===== src/rtl/painel_pkg.sv =====
// Shared types and default timing for the LED panel scan/scroll logic.
package painel_pkg;

    typedef enum logic {
        IDLE = 1'b0,
        SCAN = 1'b1
    } estado_t;

    localparam int DEF_SCAN_DIV        = 8;
    localparam int DEF_BLANK_CYC       = 2;
    localparam int DEF_ROWS            = 7;
    localparam int DEF_FRAMES_PER_STEP = 64;
    localparam int DEF_MSG_LEN         = 16;

    localparam int DEF_SLOT_W  = $clog2(DEF_SCAN_DIV);
    localparam int DEF_ROW_W   = $clog2(DEF_ROWS);
    localparam int DEF_FRAME_W = $clog2(DEF_FRAMES_PER_STEP);
    localparam int DEF_COL_W   = $clog2(DEF_MSG_LEN);

endpackage


===== src/rtl/gerador_tick.sv =====
// Modulo-N enable counter; wrap flags the enabled cycle that returns cnt to 0.
module gerador_tick #(
    parameter int N = 8,
    parameter int W = (N > 1) ? $clog2(N) : 1
) (
    input  logic         clk,
    input  logic         reset,
    input  logic         clr,
    input  logic         en,
    output logic [W-1:0] cnt,
    output logic         wrap
);

    assign wrap = en && (cnt == W'(N - 1));

    always_ff @(posedge clk) begin
        if (reset || clr) begin
            cnt <= '0;
        end else if (en) begin
            cnt <= wrap ? '0 : cnt + 1'b1;
        end
    end

endmodule


===== src/rtl/controlador_varredura_painel.sv =====
// Row strobe sequencer with per-row blanking and frame-counted text scroll.
module controlador_varredura_painel
    import painel_pkg::*;
#(
    parameter int SCAN_DIV        = DEF_SCAN_DIV,
    parameter int BLANK_CYC       = DEF_BLANK_CYC,
    parameter int ROWS            = DEF_ROWS,
    parameter int FRAMES_PER_STEP = DEF_FRAMES_PER_STEP,
    parameter int MSG_LEN         = DEF_MSG_LEN
) (
    input  logic                       clk,
    input  logic                       reset,
    input  logic                       start,
    input  logic                       stop,
    input  logic                       scroll_en,
    input  logic [1:0]                 speed,
    output logic [ROWS-1:0]            row_sel,
    output logic [$clog2(ROWS)-1:0]    row_idx,
    output logic [$clog2(MSG_LEN)-1:0] col_offset,
    output logic                       frame_start,
    output logic                       busy
);

    localparam int SW = $clog2(SCAN_DIV);
    localparam int RW = $clog2(ROWS);
    localparam int FW = $clog2(FRAMES_PER_STEP);
    localparam int CW = $clog2(MSG_LEN);

    estado_t       estado, estado_n;
    logic [SW-1:0] slot_cnt;
    logic          slot_wrap;
    logic          row_wrap;
    logic          cnt_clr;
    logic          frame_end;
    logic [FW-1:0] frame_cnt;
    logic [FW-1:0] limiar;

    always_ff @(posedge clk) begin
        if (reset) begin
            estado <= IDLE;
        end else begin
            estado <= estado_n;
        end
    end

    // stop outranks start, so a simultaneous pulse in IDLE stays in IDLE
    always_comb begin
        estado_n = estado;
        case (estado)
            IDLE:    if (start && !stop) estado_n = SCAN;
            SCAN:    if (stop)           estado_n = IDLE;
            default: estado_n = IDLE;
        endcase
    end

    // Counters sit at zero whenever idle, so the start edge begins at row 0 slot 0
    assign cnt_clr = stop || (estado == IDLE);

    gerador_tick #(.N(SCAN_DIV), .W(SW)) u_slot (
        .clk   (clk),
        .reset (reset),
        .clr   (cnt_clr),
        .en    (estado == SCAN),
        .cnt   (slot_cnt),
        .wrap  (slot_wrap)
    );

    gerador_tick #(.N(ROWS), .W(RW)) u_row (
        .clk   (clk),
        .reset (reset),
        .clr   (cnt_clr),
        .en    (slot_wrap),
        .cnt   (row_idx),
        .wrap  (row_wrap)
    );

    assign busy        = (estado == SCAN);
    assign frame_start = busy && (slot_cnt == '0) && (row_idx == '0);
    assign row_sel     = (busy && (slot_cnt >= SW'(BLANK_CYC))) ? (ROWS'(1) << row_idx) : '0;

    assign frame_end = row_wrap && !stop;
    assign limiar    = FW'((FRAMES_PER_STEP >> speed) - 1);

    // >= lets a mid-count speed-up step at the next frame end instead of stalling
    always_ff @(posedge clk) begin
        if (reset) begin
            frame_cnt  <= '0;
            col_offset <= '0;
        end else if (estado == IDLE) begin
            if (start && !stop) frame_cnt <= '0;
        end else if (frame_end) begin
            if (!scroll_en) begin
                frame_cnt <= '0;
            end else if (frame_cnt >= limiar) begin
                frame_cnt  <= '0;
                col_offset <= (col_offset == CW'(MSG_LEN - 1)) ? '0 : col_offset + 1'b1;
            end else begin
                frame_cnt <= frame_cnt + 1'b1;
            end
        end
    end

endmodule


===== config.mk =====
export PLATFORM = sky130hd
export DESIGN_NAME = controlador_varredura_painel
export DESIGN_NICKNAME = d
export VERILOG_FILES = /design/src/rtl/painel_pkg.sv /design/src/rtl/gerador_tick.sv /design/src/rtl/controlador_varredura_painel.sv
export SDC_FILE = /design/constraint.sdc
export NUM_CORES = 1
export LEC_CHECK = 0
export ABC_AREA = 1
export BUFFER_PORTS_ARGS = -buffer_cell sky130_fd_sc_hd__clkbuf_2
export CAP_MARGIN = 20
export CELL_PAD_IN_SITES_DETAIL_PLACEMENT = 0
export CELL_PAD_IN_SITES_GLOBAL_PLACEMENT = 1
export CORE_MARGIN = 4
export CORE_UTILIZATION = 37
export DETAILED_ROUTE_END_ITERATION = 8
export GPL_ROUTABILITY_DRIVEN = 0
export PLACE_DENSITY = 0.88
export REMOVE_ABC_BUFFERS = 1
export SETUP_SLACK_MARGIN = 0.1
export SLEW_MARGIN = 20
export SYNTH_ARGS = -nofsm -noshare
export SYNTH_HDL_FRONTEND = slang
export SYNTH_HIERARCHICAL = 1
export SYNTH_SLANG_ARGS = --single-unit

===== constraint.sdc =====
create_clock -name clk -period 1.7 [get_ports clk]
set_input_delay 0.17 -clock clk [delete_from_list [all_inputs] [get_ports clk]]
set_output_delay 0.17 -clock clk [all_outputs]
set_load 0.02 [all_outputs]

==> results of run 1 <==
-- worst register-to-register path, stage by stage, from the launching register on --
cell and delay [ns]:
dfxtp_2 0.34, ha_2 0.19, ha_4 0.13, nand2_2 0.05, inv_2 0.05, nand3_2 0.08, inv_2 0.09, nand3_4 0.10
inv_1 0.11, nand2_2 0.08, o21ai_1 0.13, nor2_1 0.05
-- through the flow --
| step | utilization (%) | worst slack [ns] |
|---|---|---|
| finish | 52.68 | 0.1425 |
| global route | 52.68 | 0.05142 |
| CTS | 47.76 | 0.07722 |
| detailed placement | 45.57 | -0.03593 |
| global placement | 45.57 | 0.03191 |
| floorplan | - | 0.01027 |
-- cells in the mapped netlist (all sizes together) (3+ instances only) --
cell type / n
nand2: 53
inv: 30
nor2: 24
dfxtp: 17
a21oi: 12
nand3: 10
ha: 9
o21ai: 5
nand4: 3
nor3: 3
-- path summary, 6_finish.rpt --
check        cells after the start  slack [ns]             to
max                              5        0.14    frame_start
max reg2reg                     11        0.21  col_offset[1]
min                              3        0.18           busy
min reg2reg                      2        0.51   frame_cnt[1]
-- report_power, final --
group / leakage, nW / switching [mW] / internal, mW
combinational: 0.541 / 0.0376 / 0.0266
clock: 0.0150 / 0.123 / 0.0911
sequential: 0.141 / 0.00102 / 0.399
-- layout make-up --
type / instances / area share, %
multi-input cells: 126 / 49.04
flip-flops and latches: 17 / 23.23
repair buffers: 36 / 15.49
inverters: 31 / 7.910
well taps: 31 / 2.581
clock buffers: 4 / 1.749
-- flip-flops by register name (all words and copies together), names as in the netlist --
signal / cells
frame_cnt: 6
col_offset: 4
u_row/cnt: 3
u_slot/cnt: 3
busy: 1
-- layout by cell type (no fill, tap or decap) --
cell type / netlist / final
nand3_1: 9 / 8
buf_2: 0 / 2
ha_2: 0 / 1
o21ai_0: 1 / 1
a21oi_1: 11 / 10
clkbuf_4: 0 / 3
nand2_1: 49 / 47
o21a_1: 1 / 1
o21ai_2: 0 / 1
a21oi_2: 1 / 2
nor2_2: 2 / 3
inv_1: 22 / 19
nand3_4: 1 / 1
nand4_1: 3 / 3
nand2_2: 3 / 5
clkbuf_1: 2 / 1
xor2_1: 1 / 1
dfxtp_1: 17 / 10
buf_4: 0 / 16
inv_2: 8 / 10
nor4_4: 0 / 1
nor3_2: 0 / 3
nor4_1: 2 / 1
nor2_4: 2 / 2
nand3_2: 0 / 1
or2_2: 1 / 1
o21ai_1: 4 / 3
buf_6: 0 / 2
dfxtp_2: 0 / 7
ha_4: 0 / 1
nand2_4: 1 / 1
ha_1: 9 / 7
o21bai_1: 2 / 2
inv_4: 0 / 1
clkinv_1: 1 / 1
clkbuf_2: 0 / 16
nor2_1: 20 / 19
-- kinds of logic after synthesis --
logic type	Yosys count	synth area share, %
compound gates	20	9.801
xor+xnor	1	0.7711
fa+ha+maj	9	9.912
buf+inv	33	10.90
flops	17	29.96
simple gates	96	38.66
-- layer usage --
metal / vias to the layer above / share of wire, % / track usage, %
met1: 550 / 46 / 15.95
met5: - / 0 / 0
li1: 628 / - / -
met4: 0 / 0.64 / 6.469
met2: 22 / 49 / 23.08
met3: 2 / 4.2 / 2.664
-- what timing repair did --
item / in CTS / in global routing
gates resized for setup: 9 / 28
pin swaps: 0 / 4
hold buffers: 0 / 0
endpoints found under the setup margin: 16 / 17
buffers inserted: 2 / 9
==> results.rst, run 1 <==
.. list-table::
   :header-rows: 1

   * - Metric
     - Value
   * - Vias in the first global route
     - 1,129
   * - Detailed-route wire length
     - 2.649 mm
   * - Worst-skew pair later-pin latency
     - 0.28 ns
   * - Critical Path Source Type
     - flop
   * - Class of the most critical setup path
     - flop to output port
   * - Fill cell total of the finished layout
     - 289
   * - IR Drop Worst-Case VDD
     - 210.2 uV
   * - Fmax
     - 0.6421 GHz
   * - GRT Total Usage
     - 13.48%
   * - Post-synthesis cell type count
     - 25
   * - Starting density of the core
     - 39.82%
   * - Synth async-reset ratio
     - 0%
   * - Number of synthesized flops with an enable pin
     - 0
   * - Leading post-synthesis cells by cell area
     - dfxtp_1 (30%), nand2_1 (16%), ha_1 (9.9%), inv_1 (7.3%), nor2_1 (6.6%)
   * - GRT Residual Overflow
     - 0
   * - Pwr/cell area
     - 451.4 mW/mm^2
   * - Power after layout
     - 0.6784 mW
   * - Top flip-flop cell by instance count after synthesis
     - dfxtp_1
   * - Setup TNS
     - 0 ns
   * - Tightest Pin Transition
     - 0.2523 ns
   * - Hold Worst Slack
     - 0.1849 ns
   * - Cell total after placement
     - 230
   * - Multi-input logic area
     - 737.0 um^2
   * - Worst min-delay path startpoint
     - start
   * - First-pass GRT wire length
     - 4.478 mm
   * - Status
     - finished clean
   * - Number of buffers inserted during clock tree synthesis
     - 3
   * - Maximum number of pins on one net before global-route repair
     - 11
   * - Post-Layout Cell Count
     - 245
   * - Number of instances in the synthesized netlist
     - 176
   * - Maximum clock insertion buffer count
     - 2
   * - Final critical-path required period
     - 1.557 ns
   * - Antenna violations before repair
     - 0
   * - Synthesis Warnings
     - 6
   * - DRC viols
     - 0
   * - Ports
     - 23
   * - Class of the tightest hold or removal check
     - primary input to flop
   * - RR Startpoint
     - u_slot/cnt[0]
   * - DPL Wire Length
     - 1.933 mm
   * - Max-Cap Viols
     - 0
   * - Post-synth top area cell
     - dfxtp_1
   * - Register cell area after layout
     - 349.1 um^2
   * - Unrepaired setup endpoints after global routing
     - true
   * - Reported leakage power
     - 0.6967 nW
   * - Core Region
     - 0.002853 mm^2
   * - 1st-iter DRT viols
     - 40
   * - Kind of end point of the critical path
     - output port
   * - H-tree levels
     - 1
   * - Finished Cell Area
     - 0.001503 mm^2
   * - Per-cell routed wire length
     - 10.81 um
   * - Flip-flop and latch count after synthesis
     - 17
   * - Clock Root Buffer
     - clkbuf_4
   * - Cell Area, Placed
     - 0.001300 mm^2
   * - Floorplan die width
     - 63.41 um
   * - Via-to-Cell Ratio
     - 4.906
   * - Die Y-Extent
     - 63.41 um
   * - Proportion of synthesized chip area in sequential cells
     - 29.96%
   * - Cells along the critical path
     - buf_6, inv_4, nand4_1, nor4_1, buf_2
   * - Ratio of final minimum period to clock period
     - 91.62%
   * - CP max stage cell
     - dfxtp_2
   * - Final setup violating endpoints
     - 0
   * - CP Data Arrival Time
     - 1.39 ns
   * - Signed area change from the synthesized netlist to the final layout
     - 32.27%
   * - Total Nets Final
     - 231
   * - Average cell area after synthesis
     - 6.455 um^2
   * - CTS tree
     - built
   * - Clock tree sinks
     - 17
   * - Number of vias after detailed routing
     - 1,202
   * - Hold Violations, Final
     - 0
   * - Core Rows
     - 19
   * - Source of the critical timing path
     - u_row/cnt[0]
   * - Yosys top cell area share
     - 29.96%
   * - Biggest cell delay along the critical path
     - 0.34 ns
   * - Antenna viol nets, final
     - 0
   * - Total of buffers placed on input and output ports
     - 22
   * - Max-slew violation count
     - 0
   * - Detailed Routing Iterations Pass 1
     - 4
   * - Critical Path RT
     - 1.53 ns
   * - Largest clock skew in the final design
     - 0.002236 ns
   * - N_diodes
     - 0
   * - Total Die Area
     - 0.004021 mm^2
   * - Category of cells accounting for the largest share of critical-path delay
     - simple AND/OR/NAND/NOR gates
   * - Largest fanout on the critical path
     - 4
   * - Worst slew margin
     - 83.18%
   * - Clock transition at the register clock pins on the worst setup and hold paths after CTS
     - 0.10 ns
   * - Layout cell share with drive strength beyond 1
     - 37.38%
   * - Syn Std Cell Area
     - 0.001136 mm^2
   * - Number of buffer and inverter instances along the worst setup path
     - 3
Power figures use the tool's default switching activity.
==> inputs of run 2 (changes only) <==
- CORE_MARGIN: 4 -> 10
- TNS_END_PERCENT: not set -> 1
==> results.rst, run 2 (synthesis results as in run 1) <==
.. list-table::
   :header-rows: 1

   * - Metric
     - Value
   * - Post-Layout Cell Count
     - 239 (was 245)
   * - DPL Wire Length
     - 2.065 mm (was 1.933 mm)
   * - Clock transition at the register clock pins on the worst setup and hold paths after CTS
     - 0.10 ns (about the same)
   * - Per-cell routed wire length
     - 10.95 um (was 10.81 um)
   * - Share of total power in the clock network
     - 32.1% (was 31.5%)
   * - Reported leakage power
     - 0.6489 nW (was 0.6967 nW)
   * - Kind of end point of the critical path
     - flop (was output port)
   * - Clock Root Buffer
     - clkbuf_4 (unchanged)
   * - Core Region
     - 0.003003 mm^2 (was 0.002853 mm^2)
   * - Switching Fraction
     - 24.26% (was 23.76%)
   * - GRT Residual Overflow
     - 0 (unchanged)
   * - Largest clock skew in the final design
     - 0.001991 ns (was 0.002236 ns)
   * - Final critical-path required period
     - 1.548 ns (was 1.557 ns)
   * - Register ranked first by flip-flop count
     - frame_cnt (unchanged)
   * - IR Drop Worst-Case VDD
     - 234.8 uV (was 210.2 uV)
   * - CP Data Arrival Time
     - 1.78 ns (was 1.39 ns)
   * - Pwr/cell area
     - 484.0 mW/mm^2 (was 451.4 mW/mm^2)
   * - Final setup violating endpoints
     - 0 (unchanged)
   * - GRT Total Usage
     - 10.12% (was 13.48%)
   * - Clock tree sinks
     - 17 (unchanged)
   * - Register cell area after layout
     - 344.1 um^2 (was 349.1 um^2)
   * - Gate power share
     - 8.5% (was 9.5%)
   * - Commonest non-fill, non-tap cells in the layout
     - nand2_1 (48), clkbuf_2 (20), inv_1 (19), nor2_1 (19), dfxtp_1 (14) (was nand2_1 (47), inv_1 (19), nor2_1 (19))
   * - Number of buffers inserted during clock tree synthesis
     - 3 (unchanged)
   * - Setup bufs post-CTS
     - 0 (was 2)
   * - Multi-input logic area
     - 708.2 um^2 (was 737.0 um^2)
   * - Vias in the first global route
     - 1,140 (was 1,129)
   * - Layout cell share with drive strength beyond 1
     - 30.10% (was 37.38%)
   * - Setup TNS
     - 0 ns (unchanged)
   * - Core Rows
     - 20 (was 19)
   * - Cell total after placement
     - 235 (was 230)
   * - CP max stage cell
     - dfxtp_2 (unchanged)
   * - Critical Path Source Type
     - flop (unchanged)
   * - Fill cell total of the finished layout
     - 344 (was 289)
   * - Largest registers
     - frame_cnt x6, col_offset x4 (unchanged)
   * - Signed area change from the synthesized netlist to the final layout
     - 22.69% (was 32.27%)
   * - Antenna viol nets, final
     - 0 (unchanged)
   * - Cell Area, Placed
     - 0.001325 mm^2 (was 0.001300 mm^2)
   * - Total Die Area
     - 0.005687 mm^2 (was 0.004021 mm^2)
   * - 1st-iter DRT viols
     - 44 (was 40)
   * - DRC viols
     - 0 (unchanged)
   * - Total of buffers placed on input and output ports
     - 22 (unchanged)
   * - Finished Cell Area
     - 0.001394 mm^2 (was 0.001503 mm^2)
   * - Unrepaired setup endpoints after global routing
     - true (unchanged)
   * - Status
     - finished clean (unchanged)
   * - Internal power summed over all cells
     - 0.5110 mW (was 0.5172 mW)
   * - Starting density of the core
     - 37.83% (was 39.82%)
   * - Max-Cap Viols
     - 0 (unchanged)
   * - Critical Path RT
     - 1.93 ns (was 1.53 ns)
   * - Share of the core filled with cells
     - 46.42% (was 52.68%)
   * - Detailed Routing Iterations Pass 1
     - 4 (unchanged)
   * - Number of vias after detailed routing
     - 1,129 (was 1,202)
   * - Maximum number of pins on one net before global-route repair
     - 11 (unchanged)
   * - Class of the tightest hold or removal check
     - primary input to flop (unchanged)
   * - Die Y-Extent
     - 75.41 um (was 63.41 um)
   * - Fmax
     - 0.6461 GHz (was 0.6421 GHz)
   * - N_diodes
     - 0 (unchanged)
   * - Via-to-Cell Ratio
     - 4.724 (was 4.906)
   * - Hold Violations, Final
     - 0 (unchanged)
   * - Floorplan die width
     - 75.41 um (was 63.41 um)
   * - Total Nets Final
     - 223 (was 231)
   * - Tightest Pin Transition
     - 0.2355 ns (was 0.2523 ns)
   * - Power after layout
     - 0.6746 mW (was 0.6784 mW)
   * - Ports
     - 23 (unchanged)
   * - Number of flip-flops under the largest register name
     - 6 (unchanged)
   * - First-pass GRT wire length
     - 4.595 mm (was 4.478 mm)
   * - Biggest cell delay along the critical path
     - 0.35 ns (was 0.34 ns)
   * - Most frequent standard cell in the layout excluding fill and tap cells
     - nand2_1 (unchanged)
   * - Worst slew margin
     - 84.28% (was 83.18%)
   * - Largest fanout on the critical path
     - 5 (was 4)
   * - Class of the most critical setup path
     - flop to flop (was flop to output port)
   * - Antenna violations before repair
     - 0 (unchanged)
   * - H-tree levels
     - 1 (unchanged)
   * - CTS tree
     - built (unchanged)
   * - Ratio of final minimum period to clock period
     - 91.05% (was 91.62%)
   * - Part of the total power dissipated in sequential elements
     - 59.5% (was 59.0%)
   * - Cells along the critical path
     - ha_1, ha_2, nand2_1, inv_2, nand3_2, inv_2, nand3_2, nand2_4, inv_4, o21ai_1, nand2_1, nor2_1 (was buf_6, inv_4, nand4_1, nor4_1, buf_2)
   * - Net switching component of the power
     - 0.1637 mW (was 0.1612 mW)
   * - Maximum clock insertion buffer count
     - 2 (unchanged)
   * - Max-slew violation count
     - 0 (unchanged)
   * - Worst-skew pair later-pin latency
     - 0.28 ns (about the same)
   * - Detailed-route wire length
     - 2.617 mm (was 2.649 mm)
## run 2: changes by cell type in the layout (fill, tap and decap cells not counted), moves of 3 or more
cell,delta
dfxtp_2,-4
clkbuf_2,+4
buf_4,-10
dfxtp_1,+4
nor3_1,+3
nor3_2,-3
## run 2: worst paths after layout
kind / from / end / slack [ns] / depth (start not counted)
setup / recovery: u_slot/cnt[0] / frame_cnt[3] / 0.15 / 12
hold / removal: reset / col_offset[0] / 0.19 / 2
setup reg to reg: u_slot/cnt[0] / frame_cnt[3] / 0.15 / 12
hold reg to reg: frame_cnt[1] / frame_cnt[1] / 0.51 / 2
## run 2: routing by layer
layer / global-route usage (%) / wire length [um] / up-vias
met2: 17.47 / 1219 / 19
met5: 0 / 0 / -
met4: 3.093 / 13 / 0
met3: 3.125 / 150 / 2
li1: - / - / 616
met1: 11.64 / 1233 / 492
## run 2: what timing repair did
action / in CTS / in global routing
hold buffers: 0 / 0
gates resized for setup: 2 / 15
pin swaps: 0 / 2
gates cloned: 0 / 0
setup endpoints to repair: 1 / 17
## run 2: metrics by stage
step / worst slack, ns / hold slack [ns]
2_1_floorplan: 0.01027 / 0.2369
3_3_place_gp: 0.08051 / 0.4785
3_5_place_dp: 0.07094 / 0.4836
4_1_cts: 0.1095 / 0.1769
5_1_grt: 0.02159 / 0.2002
6_report: 0.1522 / 0.1856
## run 2: power groups by stage
| stage | clock network [mW] | registers (mW) | logic, mW |
|---|---|---|---|
| after floorplan | 0 | 0.413 | 0.0277 |
| after global placement | 0 | 0.410 | 0.0529 |
| after detailed placement | 0 | 0.410 | 0.0532 |
| after CTS | 0.229 | 0.401 | 0.0543 |
| after global routing | 0.243 | 0.402 | 0.0666 |
| final | 0.216 | 0.401 | 0.0570 |
## run 2: final cells by class
type / count / area share [%]
clock buffer: 4 / 1.885
inverter: 31 / 8.528
multi-input combinational: 126 / 50.81
sequential: 17 / 24.69
tap: 33 / 2.962
timing repair buffer: 28 / 11.13
## run 2: worst max-delay path: cells and delay by family (launching register included)
| kind | cells | cell delay (ns) |
|---|---|---|
| flip-flops | 1 | 0.35 |
| buffers and inverters | 3 | 0.22 |
| adder cells (fa/ha/maj) | 2 | 0.32 |
| AO/OA/AOI/OAI | 1 | 0.11 |
| AND/OR/NAND/NOR | 6 | 0.51 |
==> inputs of run 3 (changes only) <==
- CORE_ASPECT_RATIO: not set -> 1.75
==> results.rst, run 3 (synthesis results as in run 1) <==
.. list-table::
   :header-rows: 1

   * - Metric
     - Value
   * - RR Startpoint
     - u_slot/cnt[0] (unchanged)
   * - Most frequent standard cell in the layout excluding fill and tap cells
     - nand2_1 (unchanged)
   * - Hold Violations, Final
     - 0 (unchanged)
   * - Critical Path RT
     - 1.90 ns (was 1.93 ns)
   * - Max-Cap Viols
     - 0 (unchanged)
   * - Antenna violations before repair
     - 0 (unchanged)
   * - Via-to-Cell Ratio
     - 4.882 (was 4.724)
   * - Starting density of the core
     - 38.80% (was 37.83%)
   * - Unrepaired setup endpoints after global routing
     - true (unchanged)
   * - CTS tree
     - built (unchanged)
   * - Signed area change from the synthesized netlist to the final layout
     - 25.88% (was 22.69%)
   * - Reported leakage power
     - 0.6805 nW (was 0.6489 nW)
   * - Worst reg2reg path endpoint
     - frame_cnt[0] (was frame_cnt[3])
   * - Power after layout
     - 0.7610 mW (was 0.6746 mW)
   * - Final critical-path required period
     - 1.521 ns (was 1.548 ns)
   * - Register ranked first by flip-flop count
     - frame_cnt (unchanged)
   * - Total of buffers placed on input and output ports
     - 22 (unchanged)
   * - GRT Total Usage
     - 10.25% (was 10.12%)
   * - Worst min-delay path startpoint
     - reset (unchanged)
   * - Layout cell share with drive strength beyond 1
     - 31.58% (was 30.10%)
   * - Kind of end point of the critical path
     - flop (unchanged)
   * - Clock tree sinks
     - 17 (unchanged)
   * - DPL Wire Length
     - 2.239 mm (was 2.065 mm)
   * - Pre-CTS worst setup slack
     - 0.06122 ns (was 0.07094 ns)
   * - Die Y-Extent
     - 93.30 um (was 75.41 um)
   * - Worst slew margin
     - 84.22% (was 84.28%)
   * - Per-cell routed wire length
     - 11.61 um (was 10.95 um)
   * - Number of cells traversed by the worst register-to-register path
     - 11 (was 12)
   * - Status
     - finished clean (unchanged)
   * - Worst-skew pair later-pin latency
     - 0.25 ns (was 0.28 ns)
   * - Final worst-path setup slack
     - 0.1794 ns (was 0.1522 ns)
   * - Antenna viol nets, final
     - 0 (unchanged)
   * - Core Rows
     - 26 (was 20)
   * - Number of buffers inserted during clock tree synthesis
     - 3 (unchanged)
   * - Max-slew violation count
     - 0 (unchanged)
   * - Total Die Area
     - 0.005774 mm^2 (was 0.005687 mm^2)
   * - Tightest Pin Transition
     - 0.2367 ns (was 0.2355 ns)
   * - GRT Residual Overflow
     - 0 (unchanged)
   * - Total Nets Final
     - 226 (was 223)
   * - Hold bufs inserted after CTS
     - 0 (unchanged)
   * - Core Region
     - 0.002928 mm^2 (was 0.003003 mm^2)
   * - Commonest non-fill, non-tap cells in the layout
     - nand2_1 (48), inv_1 (20), nor2_1 (19) (was nand2_1 (48), clkbuf_2 (20), inv_1 (19), nor2_1 (19), dfxtp_1 (14))
   * - Ratio of final minimum period to clock period
     - 89.44% (was 91.05%)
   * - First-pass GRT wire length
     - 4.726 mm (was 4.595 mm)
   * - Worst-case register-to-register setup slack
     - 0.18 ns (was 0.15 ns)
   * - Clock Root Buffer
     - clkbuf_8 (was clkbuf_4)
   * - N_diodes
     - 0 (unchanged)
   * - CP Data Arrival Time
     - 1.72 ns (was 1.78 ns)
   * - Detailed Routing Iterations Pass 1
     - 4 (unchanged)
   * - Floorplan die width
     - 61.89 um (was 75.41 um)
   * - Vias in the first global route
     - 1,196 (was 1,140)
   * - Clock transition at the register clock pins on the worst setup and hold paths after CTS
     - 0.07 ns (was 0.10 ns)
   * - Detailed-route wire length
     - 2.752 mm (was 2.617 mm)
   * - Fmax
     - 0.6577 GHz (was 0.6461 GHz)
   * - 1st-iter DRT viols
     - 36 (was 44)
   * - Class of the most critical setup path
     - flop to flop (unchanged)
   * - DRC viols
     - 0 (unchanged)
   * - Maximum clock insertion buffer count
     - 2 (unchanged)
   * - Pwr/cell area
     - 532.1 mW/mm^2 (was 484.0 mW/mm^2)
   * - Number of vias after detailed routing
     - 1,157 (was 1,129)
   * - Hold Worst Slack
     - 0.2504 ns (was 0.1856 ns)
   * - Class of the tightest hold or removal check
     - primary input to flop (unchanged)
   * - Critical Path Source Type
     - flop (unchanged)
   * - Final setup violating endpoints
     - 0 (unchanged)
   * - Number of flip-flops under the largest register name
     - 6 (unchanged)
   * - Endpoint of the worst hold path
     - col_offset[0] (unchanged)
   * - Number of cells traversed by the worst hold path
     - 2 (unchanged)
   * - H-tree levels
     - 1 (unchanged)
   * - Largest clock skew in the final design
     - 0.003926 ns (was 0.001991 ns)
   * - Largest fanout on the critical path
     - 4 (was 5)
   * - Maximum number of pins on one net before global-route repair
     - 12 (was 11)
   * - IR Drop Worst-Case VDD
     - 361.4 uV (was 234.8 uV)
   * - Setup TNS
     - 0 ns (unchanged)
   * - Ports
     - 23 (unchanged)
   * - Largest registers
     - frame_cnt x6, col_offset x4 (unchanged)
## run 3: cell count changes in the layout (fill, tap and decap cells not counted), sizes merged
cell	before	now
clkbuf	24	21
buf	8	13
clkinv	1	2
## run 3: timing repair
item | 4_1_cts | 5_1_grt
resized for setup | 4 | 15
setup endpoints to repair | 3 | 17
setup buffers | 0 | 3
pin swaps | 0 | 2
## run 3: layout make-up
class,count,area [um^2]
inverter,31,116.4
tap,28,35.03
fill,308,1498
timing repair buffer,31,186.4
multi-input combinational,126,703.2
clock buffer,3,41.29
clock inverter,1,5.005
sequential,17,342.8
## run 3: worst max path at each step
stage / depth (start not counted) / end / slack [ns] / start
after floorplan: 4 / row_sel[4] / 0.01 / busy
after global placement: 10 / frame_cnt[4] / 0.07 / speed[1]
after detailed placement: 10 / frame_cnt[4] / 0.06 / speed[1]
after CTS: 12 / frame_cnt[3] / 0.1 / u_slot/cnt[1]
after global routing: 12 / frame_cnt[3] / 0.07 / u_slot/cnt[0]
final: 11 / frame_cnt[0] / 0.18 / u_slot/cnt[0]
## run 3: worst max-delay path, stage by stage (launching register included)
cell,delay [ns]
dfxtp_2,0.32
ha_1,0.19
ha_2,0.17
nand2_1,0.08
inv_2,0.04
nand3_2,0.07
inv_2,0.05
nand3_1,0.09
nand2_2,0.08
buf_4,0.14
a21oi_2,0.12
o21a_1,0.12
## run 3: metrics by stage
stage                     cells  util [%]  instance area, um^2
after floorplan             174         -                 1129
after global placement      230     45.04                 1319
after detailed placement    230     45.04                 1319
after CTS                   234     46.97                 1375
after global routing        237     48.85                 1430
final                       237     48.85                 1430
## run 3: power by group
group          total (mW)  switching [mW]  internal, mW
combinational      0.0605          0.0371        0.0234
clock               0.300           0.138         0.162
sequential          0.401         0.00104         0.400
total               0.761           0.176         0.585
## run 3: per-layer routing
metal  routed length [um]  global-route usage, %
met5                    0                      0
met1                 1122                  9.748
met2                 1481                  19.00
met3                  121                  2.981
met4                   26                  4.307
